--- src/rtl/seq_match_logger_if.sv ---
// Bus between a detector-side producer/consumer and seq_match_logger.
// Ports (modport slave = logger):
//   detected    in   match pulse from the sequence detector
//   rd_en       in   pop request for the match-position FIFO
//   rd_data     out  head-of-FIFO cycle index (0 when empty)
//   empty/full  out  FIFO occupancy flags
//   count       out  FIFO occupancy, log2(DEPTH)+1 bits
//   match_count out  saturating total of detections
//   overflow    out  sticky dropped-detection flag
interface seq_match_logger_if #(
    parameter int unsigned IDX_W = 16,
    parameter int unsigned DEPTH = 8,
    parameter int unsigned CNT_W = 8
);
    localparam int unsigned OCC_W = $clog2(DEPTH) + 1;

    logic             detected;
    logic             rd_en;
    logic [IDX_W-1:0] rd_data;
    logic             empty;
    logic             full;
    logic [OCC_W-1:0] count;
    logic [CNT_W-1:0] match_count;
    logic             overflow;

    modport master (
        output detected, rd_en,
        input  rd_data, empty, full, count, match_count, overflow
    );

    modport slave (
        input  detected, rd_en,
        output rd_data, empty, full, count, match_count, overflow
    );
endinterface

--- src/rtl/seq_match_logger.sv ---
// Logs the cycle index of every sequence-detector match into a small
// first-word-fall-through FIFO, with a saturating match counter and a
// sticky overflow flag for detections lost to a full FIFO.
// Ports:
//   clk    in  single clock, rising edge
//   reset  in  synchronous active-high reset
//   bus    slave modport of seq_match_logger_if (detected, rd_en in;
//          rd_data, empty, full, count, match_count, overflow out)
module seq_match_logger #(
    parameter int unsigned IDX_W = 16,
    parameter int unsigned DEPTH = 8,
    parameter int unsigned CNT_W = 8
) (
    input  logic                  clk,
    input  logic                  reset,
    seq_match_logger_if.slave     bus
);
    localparam int unsigned PTR_W = $clog2(DEPTH);
    localparam int unsigned OCC_W = PTR_W + 1;
    localparam logic [OCC_W-1:0] OCC_FULL = OCC_W'(DEPTH);
    localparam logic [CNT_W-1:0] CNT_MAX  = '1;

    logic [IDX_W-1:0] cyc;
    logic [IDX_W-1:0] mem [DEPTH];
    logic [PTR_W-1:0] wr_ptr;
    logic [PTR_W-1:0] rd_ptr;
    logic [OCC_W-1:0] occ;
    logic [CNT_W-1:0] match_cnt;
    logic             ovf;

    logic is_empty;
    logic is_full;
    logic do_pop;
    logic do_push;
    logic do_drop;

    // Push/pop qualification; a pop on a full FIFO frees the slot for a same-edge push.
    always_comb begin
        is_empty = (occ == '0);
        is_full  = (occ == OCC_FULL);
        do_pop   = bus.rd_en && !is_empty;
        do_push  = bus.detected && (!is_full || do_pop);
        do_drop  = bus.detected && is_full && !do_pop;
    end

    // Entry storage; contents need no reset since occupancy gates visibility.
    always_ff @(posedge clk) begin
        if (!reset && do_push) begin
            mem[wr_ptr] <= cyc;
        end
    end

    // Cycle index, pointers, occupancy, counter and overflow flag.
    always_ff @(posedge clk) begin
        if (reset) begin
            cyc       <= '0;
            wr_ptr    <= '0;
            rd_ptr    <= '0;
            occ       <= '0;
            match_cnt <= '0;
            ovf       <= 1'b0;
        end else begin
            cyc <= cyc + IDX_W'(1);
            if (do_push) begin
                wr_ptr <= wr_ptr + PTR_W'(1);
            end
            if (do_pop) begin
                rd_ptr <= rd_ptr + PTR_W'(1);
            end
            case ({do_push, do_pop})
                2'b10:   occ <= occ + OCC_W'(1);
                2'b01:   occ <= occ - OCC_W'(1);
                default: occ <= occ;
            endcase
            if (bus.detected && (match_cnt != CNT_MAX)) begin
                match_cnt <= match_cnt + CNT_W'(1);
            end
            if (do_drop) begin
                ovf <= 1'b1;
            end
        end
    end

    // Read side depends on registered state only.
    assign bus.rd_data     = is_empty ? '0 : mem[rd_ptr];
    assign bus.empty       = is_empty;
    assign bus.full        = is_full;
    assign bus.count       = occ;
    assign bus.match_count = match_cnt;
    assign bus.overflow    = ovf;
endmodule
--- src/flat_wrapper.sv ---
// flat-port wrapper written by rule: the top's interface ports become plain ports
module seq_match_logger_flat 
#(
    parameter int unsigned IDX_W = 16,
    parameter int unsigned DEPTH = 8,
    parameter int unsigned CNT_W = 8
)
  (clk, reset, bus_detected, bus_rd_en, bus_rd_data, bus_empty, bus_full, bus_count, bus_match_count, bus_overflow);
  seq_match_logger_if #(.IDX_W(IDX_W), .DEPTH(DEPTH), .CNT_W(CNT_W)) bus_i ();
  input  logic clk;
  input  logic reset;
  input wire logic [$bits(bus_i.detected)-1:0] bus_detected;
  input wire logic [$bits(bus_i.rd_en)-1:0] bus_rd_en;
  output wire logic [$bits(bus_i.rd_data)-1:0] bus_rd_data;
  output wire logic [$bits(bus_i.empty)-1:0] bus_empty;
  output wire logic [$bits(bus_i.full)-1:0] bus_full;
  output wire logic [$bits(bus_i.count)-1:0] bus_count;
  output wire logic [$bits(bus_i.match_count)-1:0] bus_match_count;
  output wire logic [$bits(bus_i.overflow)-1:0] bus_overflow;
  assign bus_i.detected = bus_detected;
  assign bus_i.rd_en = bus_rd_en;
  assign bus_rd_data = bus_i.rd_data;
  assign bus_empty = bus_i.empty;
  assign bus_full = bus_i.full;
  assign bus_count = bus_i.count;
  assign bus_match_count = bus_i.match_count;
  assign bus_overflow = bus_i.overflow;
  seq_match_logger #(.IDX_W(IDX_W), .DEPTH(DEPTH), .CNT_W(CNT_W)) u_core (.clk(clk), .reset(reset), .bus(bus_i));
endmodule
--- config.mk ---
export PLATFORM = sky130hd
export DESIGN_NAME = seq_match_logger_flat
export DESIGN_NICKNAME = d
export VERILOG_FILES = /design/src/rtl/seq_match_logger_if.sv /design/src/rtl/seq_match_logger.sv /design/src/flat_wrapper.sv
export SDC_FILE = /design/constraint.sdc
export NUM_CORES = 1
export LEC_CHECK = 0
export ABC_CLOCK_PERIOD_IN_PS = 2600
export BUFFER_PORTS_ARGS = -buffer_cell sky130_fd_sc_hd__buf_2
export CAP_MARGIN = 40
export CORE_MARGIN = 2
export CORE_UTILIZATION = 54
export CTS_CLUSTER_SIZE = 14
export DETAILED_ROUTE_END_ITERATION = 8
export GPL_TIMING_DRIVEN = 0
export MAX_ROUTING_LAYER = met4
export PLACE_DENSITY_LB_ADDON = 0.08
export SETUP_SLACK_MARGIN = 0.15
export SLEW_MARGIN = 20
export SYNTH_ARGS = -nofsm -noshare
export SYNTH_HDL_FRONTEND = slang
export SYNTH_SLANG_ARGS = --single-unit
--- constraint.sdc ---
create_clock -name clk -period 2.6 [get_ports clk]
set_input_delay 0.39 -clock clk [delete_from_list [all_inputs] [get_ports clk]]
set_output_delay 0.39 -clock clk [all_outputs]
set_load 0.03 [all_outputs]
==> flow_summary.toml <==
[clock_network]
clockBufferDepth = 2
clk_latency_ps = 420
hold_buffers = 0
path_clk_slew_ps = 60
htree_levels = 4
cts_tree = "built"
root_buffer = "clkbuf_16"
cts_made_buffers = 17
cts.sinks = 166

[yosys]
synth.area.top_cells = "edfxtp_1 58%, dfxtp_1 11%, mux4_2 11%, mux2i_1 3.3%, nor2_1 2.9%"
synthArstFlopShare = 0
yosys.area_share.simple = 0.09050
synth-warning-count = 0
yosysMostFrequentCell = "edfxtp_1"
ys_seq_area_frac = 0.6953
synth-compound-area-share = 0.02248
synth_top_family_by_area = "multiplexers"
synthAdderAreaFrac = 0.009446
synthMuxAreaShare = 0.1438
synth_top_area_cell = "edfxtp_1"
syn_inst = 410
netlist.area_leader.share = 0.5804
ys_top_cells_by_count = "128 x edfxtp_1, 51 x nor2_1, 38 x dfxtp_1, 32 x mux4_2, 22 x mux2i_1"
yosysUniqueCellTypes = 41
synth_area_per_cell_um2 = 16.15
synth_fp_nets = 419
synthFlopType = "edfxtp_1"
synth-xor-area-share = 0.02116
synth_edf_count = 128
synthesis.area_um2 = 6623
ys_seq_elements = 166

[floorplan]
die_h_um = 114.7
core_area_um2 = 12010
die-area_um2 = 13170
ios = 35
rows = 40
fp.dieW_um = 114.7
start_util = 0.5514

[sta]
relSlewSlack = 0.5700
tns_ps = 0
rsz0062_at_grt = "yes"
max_freq_ghz = 0.4150
fin_crit_ps = 2409
finalClockSkew_ps = 6.464
setup_viol = 0
worstMarginPinSlew_ps = 643.0
fin_crit_sh = 0.9267
final_max_slew_viol_count = 0
hold_violations = 0

[cells_and_area]
layout-drive-gt1-share = 0.2846
final_core_util = 0.6584
area_growth_pct = 19.42
num-fill-cells = 858
design_area_um2 = 7909
n_antenna_cell = 0
nNetsFinal = 488

[setup_path]
cp_slowest_cell = "mux4_2"
worst-path-max-fanout = 8
cp_slowest_stage_delay_ps = 510
path_cells = "buf_8 -> buf_12 -> mux4_2 -> mux2i_2 -> nor2_1 -> buf_4"
start_kind = "flop"
arrival_ps = 2020
path_class = "flop to output port"
required_ps = 2210
crit_buf_inv = 3
end_kind = "output port"
crit_family = "multiplexers"

[power]
power_density_nw_per_um2 = 842.0
ir_drop_uv = 401.0
power.total_mw = 6.659
p_leak_nw = 2.714

[place]
io_buffer_count = 34
dp_hpwl_um = 8578
placement.cell_area_um2 = 7139
globalplace.congestion = 0.7400

[grt]
grt_max_degree = 17
antenna_found_initial = 0
first_global_vias = 3712
grt_usage = 0.2224
grt_remaining_overflow = 0
grt_pass1_wl_um = 20300

[detailed_routing]
route.detailed.drc = 0
vias_per_cell = 5.739
ant_nets = 0
firstDrtPassIters = 4
routed_wl_um = 13010
num_vias = 3667
wl_per_cell_um = 20.35
drt-initial-drc-count = 258

[status]
status = "completed"

[run]
max-cap-violations = 0

[hold_path]
hp-class = "input port to flop"
timing repair:
action | CTS | global route
cloned | 1 | 0
gates resized for setup | 21 | 10
pin swaps | 0 | 3
hold endpoints to repair | 0 | 0
setup endpoints to repair | 17 | 17
setup buffers | 1 | 4
area by class of cell:
class	count	area, um2	area share
inverter	6	22.52	0.002848
clock buffer	22	464.2	0.05869
tap	147	183.9	0.02326
buffer	18	152.6	0.01930
clock inverter	10	128.9	0.01629
timing repair buffer	50	392.9	0.04968
sequential	166	4606	0.5823
multi-input combinational	220	1958	0.2476
stage by stage:
step	setup slack [ps]	instances	hold WS, ps
5_1_grt	105.4	639	376.1
6_report	190.6	639	351.6
3_3_place_gp	-1316	591	450.5
3_5_place_dp	232.5	601	462.3
4_1_cts	140.0	635	341.8
2_1_floorplan	-194.4	410	462.4
per-layer routing:
layer,vias up,GRT usage,wire (um)
met1,1858,0.2732,5627
met5,-,-,0
li1,1720,-,-
met2,70,0.3661,6719
met4,0,0.09157,235
met3,19,0.04323,422
path summary, 6_finish.rpt:
check,startpoint,endpoint,slack (ps),cells past startpoint
worst min-delay path,reset,u_core.bus.match_count[7],350,3
worst max-delay path,flop,bus_rd_data[15],190,6
worst max register to register,u_core.bus.count[0],u_core.mem[0][4],350,6
worst min register to register,u_core.bus.overflow,u_core.bus.overflow,480,2
report_power, final:
part / internal [mW] / total (mW) / switching [mW] / leakage, nW
registers: 2.89 / 2.94 / 0.0553 / 1.50
logic: 0.561 / 1.21 / 0.651 / 0.927
clock network: 1.55 / 2.50 / 0.953 / 0.289
total: 5.00 / 6.66 / 1.66 / 2.71
worst reg2reg max path, delay by kind of cell (launching register included):
kind	cells	cell delay (ps)
buffers and inverters	2	410
flip-flops	1	540
AND/OR/NAND/NOR	3	940
AO/OA/AOI/OAI	1	70
registers in the layout, indices dropped and copies added, names as in the netlist, named ones only:
register / flops
u_core.mem: 128
u_core.bus.overflow: 1
u_core.bus.match_count: 8
u_core.bus.count: 4
u_core.wr_ptr: 3
u_core.cyc: 16
u_core.rd_ptr: 3
cells in the final DEF (no fill, tap or decap), types with 4 or more instances in the layout:
cell type    n
ha_1         5
buf_12       4
a21oi_1     11
clkbuf_1     5
nor2b_1      4
mux2i_1     21
nand2_1     10
nand3_1      7
buf_4       12
mux4_2      32
nand4_1      5
buf_2       35
nor2_2       4
xor2_1       6
nor3_1      12
buf_8        7
buf_6        4
nor4_1       6
nor2_1      47
dfxtp_1     37
clkbuf_16   17
o21ai_0      6
or3_1        4
inv_1        6
xnor2_1     10
edfxtp_1   128
kinds of logic (layout without fill, tap and decap cells):
group / after synthesis / count (layout)
muxes: 55 / 55
DFF: 166 / 166
AOI/OAI and AO/OA: 24 / 24
and+or+nand+nor: 120 / 120
adders and majority gates: 5 / 5
buffers and inverters: 24 / 106
xor gates and xnor gates: 16 / 16
(Power assumes the default switching activity.)
